[src/rtl/r2n_pkg.sv]
// rtl/r2n_pkg.sv - shared types and index helpers for the ready-to-normal buffer
//
// Purpose: state enum, derived-size functions and the lane/element bit-offset
//          helpers shared with the normal-to-ready chunking stage.
// Ports:   none (package).
package r2n_pkg;

    typedef enum logic {
        COLLECT = 1'b0,
        DRAIN   = 1'b1
    } r2n_state_t;

    // Rows covered by one slice: every core contributes one block of rows.
    function automatic int slice_rows(input int block_size, input int num_cores);
        return block_size * num_cores;
    endfunction

    // Input beats needed to fill one slice across all columns.
    function automatic int chunks_per_row(input int col, input int block_size);
        return col / block_size;
    endfunction

    // Counter width that stays legal when the count range collapses to 1.
    function automatic int cnt_w(input int n);
        return (n > 1) ? $clog2(n) : 1;
    endfunction

    // Core k sits in the MSBs when k == 0.
    function automatic int lane_lsb(input int k, input int num_cores, input int chunk_w);
        return (num_cores - 1 - k) * chunk_w;
    endfunction

    // Element e of a chunk; element 0 is in the chunk MSBs.
    function automatic int elem_lsb(input int e, input int chunk_size, input int width);
        return (chunk_size - 1 - e) * width;
    endfunction

    // Column c of a row; column 0 is in the row MSBs.
    function automatic int col_lsb(input int c, input int col, input int width);
        return (col - 1 - c) * width;
    endfunction

endpackage

[src/rtl/r2n_buffer_if.sv]
// rtl/r2n_buffer_if.sv - chunk-in / row-out handshake bundle for r2n_buffer
//
// Purpose: groups the input chunk stream, output row stream and done pulses.
// Signals: in_valid/in_ready/in_r2n_buffer  chunk beat (one chunk per core)
//          out_valid/out_ready/out_r2n_buffer  one row-major matrix row
//          slice_done, matrix_done  one-cycle completion pulses
// Modports: master = producer/consumer side (bench), slave = r2n_buffer.
interface r2n_buffer_if #(
    parameter int WIDTH      = 16,
    parameter int CHUNK_SIZE = 4,
    parameter int NUM_CORES  = 2,
    parameter int COL        = 4
);
    logic                                in_valid;
    logic                                in_ready;
    logic [WIDTH*CHUNK_SIZE*NUM_CORES-1:0] in_r2n_buffer;
    logic                                out_valid;
    logic                                out_ready;
    logic [WIDTH*COL-1:0]                out_r2n_buffer;
    logic                                slice_done;
    logic                                matrix_done;

    modport master (
        output in_valid, in_r2n_buffer, out_ready,
        input  in_ready, out_valid, out_r2n_buffer, slice_done, matrix_done
    );

    modport slave (
        input  in_valid, in_r2n_buffer, out_ready,
        output in_ready, out_valid, out_r2n_buffer, slice_done, matrix_done
    );
endinterface

[src/rtl/r2n_slice_bank.sv]
// rtl/r2n_slice_bank.sv - SLICE_ROWS x COL element store with chunk scatter and row read
//
// Purpose: one beat writes every core's BLOCK_SIZE x BLOCK_SIZE chunk into the
//          block column selected by i_wr_chunk; the read port returns one row.
// Ports:   clk         clock
//          i_wr_en     write the beat on this edge
//          i_wr_chunk  block-column index of the beat
//          i_wr_data   NUM_CORES chunks, core 0 in the MSBs
//          i_rd_row    row to present on o_rd_data
//          o_rd_data   row, column 0 in the MSBs (combinational read)
module r2n_slice_bank
    import r2n_pkg::*;
#(
    parameter  int WIDTH          = 16,
    parameter  int BLOCK_SIZE     = 2,
    parameter  int CHUNK_SIZE     = 4,
    parameter  int NUM_CORES      = 2,
    parameter  int COL            = 4,
    localparam int SLICE_ROWS     = slice_rows(BLOCK_SIZE, NUM_CORES),
    localparam int CHUNKS_PER_ROW = chunks_per_row(COL, BLOCK_SIZE),
    localparam int CW             = cnt_w(CHUNKS_PER_ROW),
    localparam int RW             = cnt_w(SLICE_ROWS),
    localparam int CHUNK_W        = WIDTH * CHUNK_SIZE
) (
    input  logic                           clk,
    input  logic                           i_wr_en,
    input  logic [CW-1:0]                  i_wr_chunk,
    input  logic [CHUNK_W*NUM_CORES-1:0]   i_wr_data,
    input  logic [RW-1:0]                  i_rd_row,
    output logic [WIDTH*COL-1:0]           o_rd_data
);

    // Contents are never reset: a slice is always fully rewritten before it drains.
    logic [WIDTH-1:0] r_mem [SLICE_ROWS][COL];

    // Loop over all columns and keep the ones in the addressed block column,
    // so every array index stays a loop constant.
    always_ff @(posedge clk) begin
        if (i_wr_en) begin
            for (int k = 0; k < NUM_CORES; k++) begin
                for (int r = 0; r < BLOCK_SIZE; r++) begin
                    for (int c = 0; c < COL; c++) begin
                        if ((c / BLOCK_SIZE) == int'(i_wr_chunk)) begin
                            r_mem[k*BLOCK_SIZE + r][c] <= i_wr_data[
                                lane_lsb(k, NUM_CORES, CHUNK_W) +
                                elem_lsb(r*BLOCK_SIZE + (c % BLOCK_SIZE), CHUNK_SIZE, WIDTH)
                                +: WIDTH];
                        end
                    end
                end
            end
        end
    end

    always_comb begin
        o_rd_data = '0;
        for (int c = 0; c < COL; c++) begin
            o_rd_data[col_lsb(c, COL, WIDTH) +: WIDTH] = r_mem[i_rd_row][c];
        end
    end

endmodule

[src/rtl/r2n_buffer.sv]
// rtl/r2n_buffer.sv - reassembles per-core block chunks into row-major matrix rows
//
// Purpose: COLLECT scatters CHUNKS_PER_ROW beats into a slice bank, DRAIN emits
//          SLICE_ROWS rows; slice_done/matrix_done pulse after the last row of
//          a slice/matrix is accepted.
// Ports:   clk    clock
//          rst_n  asynchronous active-low reset
//          bus    r2n_buffer_if.slave (chunk input, row output, done pulses)
// Option:  R2N_PINGPONG_EN - two banks, one collects while the other drains.
module r2n_buffer
    import r2n_pkg::*;
#(
    parameter  int WIDTH          = 16,
    parameter  int FRAC_WIDTH     = 8,
    parameter  int BLOCK_SIZE     = 2,
    parameter  int CHUNK_SIZE     = 4,
    parameter  int ROW            = 8,
    parameter  int COL            = 4,
    parameter  int NUM_CORES      = 2,
    localparam int SLICE_ROWS     = slice_rows(BLOCK_SIZE, NUM_CORES),
    localparam int CHUNKS_PER_ROW = chunks_per_row(COL, BLOCK_SIZE),
    localparam int NUM_SLICES     = ROW / SLICE_ROWS,
    localparam int CW             = cnt_w(CHUNKS_PER_ROW),
    localparam int RW             = cnt_w(SLICE_ROWS),
    localparam int SW             = cnt_w(NUM_SLICES)
) (
    input  logic     clk,
    input  logic     rst_n,
    r2n_buffer_if.slave bus
);

    if (CHUNK_SIZE != BLOCK_SIZE * BLOCK_SIZE) begin : g_bad_chunk
        $error("r2n_buffer: CHUNK_SIZE must equal BLOCK_SIZE*BLOCK_SIZE");
    end
    if ((ROW % SLICE_ROWS) != 0) begin : g_bad_row
        $error("r2n_buffer: ROW must be a multiple of BLOCK_SIZE*NUM_CORES");
    end
    if ((COL % BLOCK_SIZE) != 0) begin : g_bad_col
        $error("r2n_buffer: COL must be a multiple of BLOCK_SIZE");
    end
    // Data is passed through untouched; the fraction only has to fit the word.
    if (FRAC_WIDTH > WIDTH) begin : g_bad_frac
        $error("r2n_buffer: FRAC_WIDTH exceeds WIDTH");
    end

    logic [CW-1:0]        r_chunk_cnt;
    logic [RW-1:0]        r_row_cnt;
    logic [SW-1:0]        r_slice_cnt;
    logic                 r_slice_done;
    logic                 r_matrix_done;

    logic                 w_in_ready;
    logic                 w_out_valid;
    logic                 w_accept;
    logic                 w_xfer;
    logic                 w_last_chunk;
    logic                 w_last_row;
    logic                 w_last_slice;
    logic [WIDTH*COL-1:0] w_rd_data;

    assign w_accept     = bus.in_valid & w_in_ready;
    assign w_xfer       = w_out_valid & bus.out_ready;
    assign w_last_chunk = (r_chunk_cnt == CW'(CHUNKS_PER_ROW - 1));
    assign w_last_row   = (r_row_cnt == RW'(SLICE_ROWS - 1));
    assign w_last_slice = (r_slice_cnt == SW'(NUM_SLICES - 1));

`ifdef R2N_PINGPONG_EN
    // Each bank is COLLECT (free/filling) or DRAIN (complete, not yet emitted).
    // The write pointer only lands on a DRAIN bank when both banks are full.
    r2n_state_t           r_bank_st [2];
    logic                 r_wr_bank;
    logic                 r_rd_bank;
    logic [WIDTH*COL-1:0] w_rd_data0;
    logic [WIDTH*COL-1:0] w_rd_data1;

    assign w_in_ready  = (r_bank_st[r_wr_bank] == COLLECT);
    assign w_out_valid = (r_bank_st[r_rd_bank] == DRAIN);
    assign w_rd_data   = r_rd_bank ? w_rd_data1 : w_rd_data0;

    r2n_slice_bank #(
        .WIDTH(WIDTH), .BLOCK_SIZE(BLOCK_SIZE), .CHUNK_SIZE(CHUNK_SIZE),
        .NUM_CORES(NUM_CORES), .COL(COL)
    ) u_bank0 (
        .clk        (clk),
        .i_wr_en    (w_accept & ~r_wr_bank),
        .i_wr_chunk (r_chunk_cnt),
        .i_wr_data  (bus.in_r2n_buffer),
        .i_rd_row   (r_row_cnt),
        .o_rd_data  (w_rd_data0)
    );

    r2n_slice_bank #(
        .WIDTH(WIDTH), .BLOCK_SIZE(BLOCK_SIZE), .CHUNK_SIZE(CHUNK_SIZE),
        .NUM_CORES(NUM_CORES), .COL(COL)
    ) u_bank1 (
        .clk        (clk),
        .i_wr_en    (w_accept & r_wr_bank),
        .i_wr_chunk (r_chunk_cnt),
        .i_wr_data  (bus.in_r2n_buffer),
        .i_rd_row   (r_row_cnt),
        .o_rd_data  (w_rd_data1)
    );
`else
    r2n_state_t r_state;

    assign w_in_ready  = (r_state == COLLECT);
    assign w_out_valid = (r_state == DRAIN);

    r2n_slice_bank #(
        .WIDTH(WIDTH), .BLOCK_SIZE(BLOCK_SIZE), .CHUNK_SIZE(CHUNK_SIZE),
        .NUM_CORES(NUM_CORES), .COL(COL)
    ) u_bank0 (
        .clk        (clk),
        .i_wr_en    (w_accept),
        .i_wr_chunk (r_chunk_cnt),
        .i_wr_data  (bus.in_r2n_buffer),
        .i_rd_row   (r_row_cnt),
        .o_rd_data  (w_rd_data)
    );
`endif

    // Collect and drain sides update independently; in ping-pong mode they
    // always address different banks when both fire in the same cycle.
    always_ff @(posedge clk or negedge rst_n) begin
        if (!rst_n) begin
            r_chunk_cnt   <= '0;
            r_row_cnt     <= '0;
            r_slice_cnt   <= '0;
            r_slice_done  <= 1'b0;
            r_matrix_done <= 1'b0;
`ifdef R2N_PINGPONG_EN
            r_bank_st[0]  <= COLLECT;
            r_bank_st[1]  <= COLLECT;
            r_wr_bank     <= 1'b0;
            r_rd_bank     <= 1'b0;
`else
            r_state       <= COLLECT;
`endif
        end else begin
            r_slice_done  <= 1'b0;
            r_matrix_done <= 1'b0;

            if (w_accept) begin
                if (w_last_chunk) begin
                    r_chunk_cnt <= '0;
`ifdef R2N_PINGPONG_EN
                    r_bank_st[r_wr_bank] <= DRAIN;
                    r_wr_bank            <= ~r_wr_bank;
`else
                    r_state <= DRAIN;
`endif
                end else begin
                    r_chunk_cnt <= r_chunk_cnt + CW'(1);
                end
            end

            if (w_xfer) begin
                if (w_last_row) begin
                    r_row_cnt    <= '0;
                    r_slice_done <= 1'b1;
                    if (w_last_slice) begin
                        r_slice_cnt   <= '0;
                        r_matrix_done <= 1'b1;
                    end else begin
                        r_slice_cnt <= r_slice_cnt + SW'(1);
                    end
`ifdef R2N_PINGPONG_EN
                    r_bank_st[r_rd_bank] <= COLLECT;
                    r_rd_bank            <= ~r_rd_bank;
`else
                    r_state <= COLLECT;
`endif
                end else begin
                    r_row_cnt <= r_row_cnt + RW'(1);
                end
            end
        end
    end

    assign bus.in_ready       = w_in_ready;
    assign bus.out_valid      = w_out_valid;
    assign bus.out_r2n_buffer = w_out_valid ? w_rd_data : '0;
    assign bus.slice_done     = r_slice_done;
    assign bus.matrix_done    = r_matrix_done;

endmodule
[src/flat_wrapper.sv]
// flat-port wrapper written by rule: the top's interface ports become plain ports
module r2n_buffer_flat import r2n_pkg::*;
#(
    parameter  int WIDTH          = 16,
    parameter  int FRAC_WIDTH     = 8,
    parameter  int BLOCK_SIZE     = 2,
    parameter  int CHUNK_SIZE     = 4,
    parameter  int ROW            = 8,
    parameter  int COL            = 4,
    parameter  int NUM_CORES      = 2,
    localparam int SLICE_ROWS     = slice_rows(BLOCK_SIZE, NUM_CORES),
    localparam int CHUNKS_PER_ROW = chunks_per_row(COL, BLOCK_SIZE),
    localparam int NUM_SLICES     = ROW / SLICE_ROWS,
    localparam int CW             = cnt_w(CHUNKS_PER_ROW),
    localparam int RW             = cnt_w(SLICE_ROWS),
    localparam int SW             = cnt_w(NUM_SLICES)
)
  (clk, rst_n, bus_in_valid, bus_in_r2n_buffer, bus_out_ready, bus_in_ready, bus_out_valid, bus_out_r2n_buffer, bus_slice_done, bus_matrix_done);
  r2n_buffer_if #(.WIDTH(WIDTH), .CHUNK_SIZE(CHUNK_SIZE), .NUM_CORES(NUM_CORES), .COL(COL)) bus_i ();
  input  logic clk;
  input  logic rst_n;
  input wire logic [$bits(bus_i.in_valid)-1:0] bus_in_valid;
  input wire logic [$bits(bus_i.in_r2n_buffer)-1:0] bus_in_r2n_buffer;
  input wire logic [$bits(bus_i.out_ready)-1:0] bus_out_ready;
  output wire logic [$bits(bus_i.in_ready)-1:0] bus_in_ready;
  output wire logic [$bits(bus_i.out_valid)-1:0] bus_out_valid;
  output wire logic [$bits(bus_i.out_r2n_buffer)-1:0] bus_out_r2n_buffer;
  output wire logic [$bits(bus_i.slice_done)-1:0] bus_slice_done;
  output wire logic [$bits(bus_i.matrix_done)-1:0] bus_matrix_done;
  assign bus_i.in_valid = bus_in_valid;
  assign bus_i.in_r2n_buffer = bus_in_r2n_buffer;
  assign bus_i.out_ready = bus_out_ready;
  assign bus_in_ready = bus_i.in_ready;
  assign bus_out_valid = bus_i.out_valid;
  assign bus_out_r2n_buffer = bus_i.out_r2n_buffer;
  assign bus_slice_done = bus_i.slice_done;
  assign bus_matrix_done = bus_i.matrix_done;
  r2n_buffer #(.WIDTH(WIDTH), .FRAC_WIDTH(FRAC_WIDTH), .BLOCK_SIZE(BLOCK_SIZE), .CHUNK_SIZE(CHUNK_SIZE), .ROW(ROW), .COL(COL), .NUM_CORES(NUM_CORES)) u_core (.clk(clk), .rst_n(rst_n), .bus(bus_i));
endmodule
[config.mk]
export PLATFORM = sky130hd
export DESIGN_NAME = r2n_buffer_flat
export DESIGN_NICKNAME = d
export VERILOG_FILES = /design/src/rtl/r2n_pkg.sv /design/src/rtl/r2n_buffer_if.sv /design/src/rtl/r2n_slice_bank.sv /design/src/rtl/r2n_buffer.sv /design/src/flat_wrapper.sv
export SDC_FILE = /design/constraint.sdc
export NUM_CORES = 1
export LEC_CHECK = 0
export ABC_AREA = 1
export CORE_MARGIN = 2
export CORE_UTILIZATION = 55
export CTS_CLUSTER_SIZE = 24
export DETAILED_ROUTE_END_ITERATION = 7
export GPL_ROUTABILITY_DRIVEN = 0
export GPL_TIMING_DRIVEN = 0
export MAX_ROUTING_LAYER = met4
export PLACE_DENSITY = 0.79
export SLEW_MARGIN = 30
export SYNTH_ARGS = -nofsm -noshare
export SYNTH_HDL_FRONTEND = slang
export SYNTH_HIERARCHICAL = 1
export SYNTH_SLANG_ARGS = --single-unit
[constraint.sdc]
create_clock -name clk -period 12.2 [get_ports clk]
set_clock_uncertainty 0.2 [all_clocks]
set_input_delay 1.22 -clock clk [delete_from_list [all_inputs] [get_ports clk]]
set_output_delay 1.22 -clock clk [all_outputs]
set_load 0.02 [all_outputs]
Yosys cells after proc, flatten, opt, wreduce, memory -nomap -nowiden:

Memories as Yosys holds them, arrays and structs flattened.
Index checks and enable logic that the tools add are counted.

* add/sub/neg operators: 3
* multipliers: 0
* divide/modulo/power cells: 0
* magnitude comparators: 0
* equality and inequality tests: 1
* shifts and indexed selects: 0
* mux-type cells: 19
* bitwise logic cells: 3
* reduce and logical (&&, ||, !) cells: 1

Operators with widths (count)
* $mux 64: 1
* $mux 1: 17
* $add 1x1->1 const B: 2
* $add 2x1->2 const B: 1
* $and 1x1->1: 2
* $eq 2x2->1 const B: 1
* $mux 2: 1
* $reduce_and 2->1: 1
* $not 1->1: 1

* register bits: 7
* bits in latches: 0
* bits in writable memories: 256
* bits in read-only memories: 0
* logic and storage cells: 34
* memories: 1

Memories
* u_core.u_bank0.r_mem: words 4, width 64, rd ports 1, clocked after memory_dff 0, write ports 4, line r2n_slice_bank.sv:34 `logic [WIDTH-1:0] r_mem [SLICE_ROWS][COL];`

Depth between registers and ports, before layout:

* depth in word-level cells: 5
* mapped depth: 8

Modules after synthesis:

Netlist, hierarchy kept.

By module, submodules not included
* r2n_slice_bank: instances 1, cells each 1007, area an instance 10745.3 um^2, sequential area each 7687.4 um^2
* r2n_buffer: instances 1, cells each 170, area an instance 839.6 um^2, sequential area each 175.2 um^2

Least setup slack after synthesis:

OpenSTA, ideal clock, no wires.

* kind: input to register
* start: input bus_in_valid
* end: memory u_core/u_bank0/r_mem[0][32] (netlist bit), enable pin
* data arrival time: 6.776 ns
* path slack: 4.604 ns
* stages on the path: 4
* buffers on the path: 0
* cell sequence: inv_1 nor2_4 inv_1 nor2_1

RTL lines
* start: declaration: line flat_wrapper.sv:22 `input wire logic [$bits(bus_i.in_valid)-1:0] bus_in_valid;`
* end: declaration: line r2n_slice_bank.sv:34

Worst setup path after layout:

* start: register u_core.r_row_cnt[1]
* end: output bus_out_r2n_buffer[16]

* cells in the longest elaborated chain, start to end: 2

Ends and longest elaborated chain
* start: declaration: line r2n_buffer.sv:47 `logic [RW-1:0] r_row_cnt;`
* start signal: assignment: line r2n_buffer.sv:174 `r_row_cnt <= r_row_cnt + RW'(1);`
* $mem_v2 4x64
* via u_core.w_rd_data[16]: line r2n_buffer.sv:59 `logic [WIDTH*COL-1:0] w_rd_data;`
* $mux 64: line r2n_buffer.sv:182 `assign bus.out_r2n_buffer = w_out_valid ? w_rd_data : '0;`
* end: declaration: line flat_wrapper.sv:27 `output wire logic [$bits(bus_i.out_r2n_buffer)-1:0] bus_out_r2n_buffer;`

The timed path passes the listed nets, and every way through them passes these cells.

==> summary.md <==
| Metric | Value |
|---|---|
| Core Util, Final | `72.1%` |
| Syn_nets | `1310` |
| Most common cell after layout, fill and taps aside | `nand2_1` |
| Post-Synth XOR/XNOR Area | `0%` |
| DRT Pass-1 Iters | `5` |
| Total Power | `3.57 mW` |
| Area fraction in compound gates after synthesis | `0.0432%` |
| Htree depth | `1` |
| Area of the multi-input gates | `2200 um^2` |
| Total Wirelength | `29.2 mm` |
| DR vias | `8425` |
| Clock Latency Late Sink | `0.52 ns` |
| Hold Buf Count CTS | `0` |
| Initial detailed-routing violation count | `756` |
| Share of layout cells above drive strength 1 | `6.92%` |
| Power per Cell Area | `238 nW/um^2` |
| Setup crit end kind | `output port` |
| Core area | `20800 um^2` |
| Max_cap viols | `0` |
| Crit share post-route | `34.6%` |
| Yosys reg bits | `263` |
| GRT Residual Overflow | `0` |
| Hold crit path type | `reg -> reg` |
| Die area | `22200 um^2` |
| CP max FO | `10` |
| Clk slew on worst S/H paths | `0.06 ns` |
| Fin cells | `1706` |
| Net Sw Frac | `38.1%` |
| Largest net degree at the start of global routing | `73` |
| Cell count after placement | `1659` |
| Count of warnings emitted by yosys | `6` |
| Die height | `149 um` |
| # nets final | `1545` |
| Setup Buffers After CTS | `0` |
| Multiplexer share of the synthesized area | `0%` |
| Final TNS setup | `0 ns` |
| Total CTS buffers | `26` |
| Syn avg cell area | `9.84 um^2` |
| CP Data Arrival Time | `2.80 ns` |
| Clk pwr share | `22.7%` |
| DR WL/cell | `17.1 um` |
| Crit Path Category | `reg -> out` |
| Slew Viols, Final | `0` |
| Starting Density | `55.6%` |
| Post-synthesis sequential area ratio | `67.9%` |
| Fillcell total | `1461` |
| Vias in the first global route | `8336` |
| Initial antenna violation count | `1` |
| Die X | `149 um` |
| CTS max path bufs | `3` |
| Sink Count | `263` |
| Flop-to-flop setup slack | `9.88 ns` |
| Slew headroom | `47.1%` |
| CTS tree | `built` |
| Largest family of logic cells by synthesized area | `simple AND/OR/NAND/NOR gates` |
| CP Launch Type | `flip-flop` |
| P_sw | `1.36 mW` |
| Worst Tran Pin Value | `0.794 ns` |
| Sequential Power Share | `31.8%` |
| VDD IR max | `0.174 mV` |
| Post-DRT Antenna Nets | `0` |
| I/O Buffers | `199` |
| Final hold viol count | `0` |
| Post-route minimum period | `4.22 ns` |
| Tot GR Track Use | `27.0%` |
| Post-Synth Simple-Gate Area | `18.8%` |
| Sequential Area | `7860 um^2` |
| Layout area overhead | `29.5%` |
| Final HPWL DP | `19.2 mm` |
| Netlist cell types | `17` |
| Mapped Area | `11600 um^2` |
| Vias per cell | `4.94` |
| RSZ-0062 raised after global routing | `no` |
| Final setup viols | `0` |
| Required @ worst endpoint | `10.78 ns` |
| Root Buffer | `clkbuf_16` |
| Pint | `2.21 mW` |
| Global-route wire length before repair | `43.8 mm` |
| Syn Inst Count | `1177` |
| Post-synthesis adder-cell area fraction | `0.108%` |
| Commonest non-fill, non-tap cells in the layout | `397 x nand2_1, 325 x inv_1, 256 x edfxtp_1, 199 x clkdlybuf4s50_1, 129 x nand3_1` |
| CTS resizes | `0` |
| DRC viols | `0` |
| F_max | `0.237 GHz` |
| Status | `finished, final reports clean` |
| Logic gate share of total power | `45.6%` |
| # IOs | `200` |
| Leakage power | `7.06 nW` |
| Row count | `53` |
[sequential cells by signal (all words and copies together) (netlist names)]
register                flops
u_core/u_bank0/r_mem      256
u_core/r_slice_cnt          1
u_core/r_row_cnt            2
u_core/bus.slice_done       1
u_core/bus.out_valid        1
u_core/bus.matrix_done      1
u_core/r_chunk_cnt          1
[stage by stage]
stage          area [um^2]  hold slack [ns]  setup slack [ns]
2_1_floorplan        11600            0.249              4.60
3_3_place_gp         13900            0.264              1.33
3_5_place_dp         14100            0.271              8.57
4_1_cts              15000            0.287              8.00
5_1_grt              15000            0.351              7.85
6_report             15000            0.298              7.98
[worst paths after layout]
check	startpoint	endpoint	cells after the start
hold reg to reg	u_core/r_slice_cnt	u_core/r_slice_cnt	2
max in group asynchronous	rst_n	u_core/r_row_cnt[1]	1
min in group asynchronous	rst_n	u_core/bus.matrix_done	1
setup / recovery	u_core/r_row_cnt[1]	bus_out_r2n_buffer[16]	7
hold / removal	u_core/r_slice_cnt	u_core/r_slice_cnt	2
setup reg to reg	u_core/bus.out_valid	u_core/u_bank0/r_mem[0][36]	8
[kinds of logic (layout without fill, tap and decap cells)]
| group | Yosys count | count (layout) |
|---|---|---|
| AO/OA/AOI/OAI | 1 | 1 |
| other | 0 | 1 |
| AND/OR/NAND/NOR | 533 | 533 |
| buffers and inverters | 379 | 632 |
| adder cells (fa/ha/maj) | 1 | 1 |
| flip-flops | 263 | 263 |
[synthesized netlist by cell type, drive strengths merged]
master | count | share of area (%)
nand2 | 398 | 13
inv | 330 | 11
edfxtp | 256 | 66
nand3 | 129 | 5.6
buf | 45 | 2.4
dfrtp | 7 | 1.5
nor2 | 5 | 0.23
clkbuf | 4 | 0.13
a21oi | 1 | 0.043
ha | 1 | 0.11
nand4 | 1 | 0.054
[final cells by class]
| class | instances | area share (%) |
|---|---|---|
| clock inverter | 17 | 1.24 |
| buffer | 49 | 1.94 |
| inverter | 330 | 8.31 |
| antenna | 1 | 0.0167 |
| multi-input combinational | 535 | 14.7 |
| tap | 275 | 2.29 |
| timing repair buffer | 207 | 14.6 |
| clock buffer | 29 | 4.55 |
| sequential | 263 | 52.4 |
[worst max-delay path: stages, from the launching register on]
cell and delay [ns]:
dfrtp_1 0.42, inv_2 0.22, clkbuf_1 0.64, nand3_1 0.15
nand2_1 0.09, nand2_1 0.06, inv_1 0.08, clkdlybuf4s50_1 0.63
[metal layers]
| layer | track usage [%] | up-vias | wire (um) |
|---|---|---|---|
| met5 | - | - | 0 |
| met4 | 7.10 | 0 | 615 |
| met3 | 3.67 | 54 | 2720 |
| met2 | 46.7 | 423 | 14900 |
| met1 | 33.8 | 3896 | 11000 |
| li1 | - | 4052 | - |
[power by group through the flow]
stage          sequential (mW)  combinational (mW)  clock, mW
6_report                  1.13                1.63      0.810
5_1_grt                   1.14                1.75      0.858
4_1_cts                   1.13                1.63      0.822
3_3_place_gp              1.18                1.55          0
2_1_floorplan             1.17               0.893          0
3_5_place_dp              1.15                1.61          0
(Power assumes the default switching activity.)
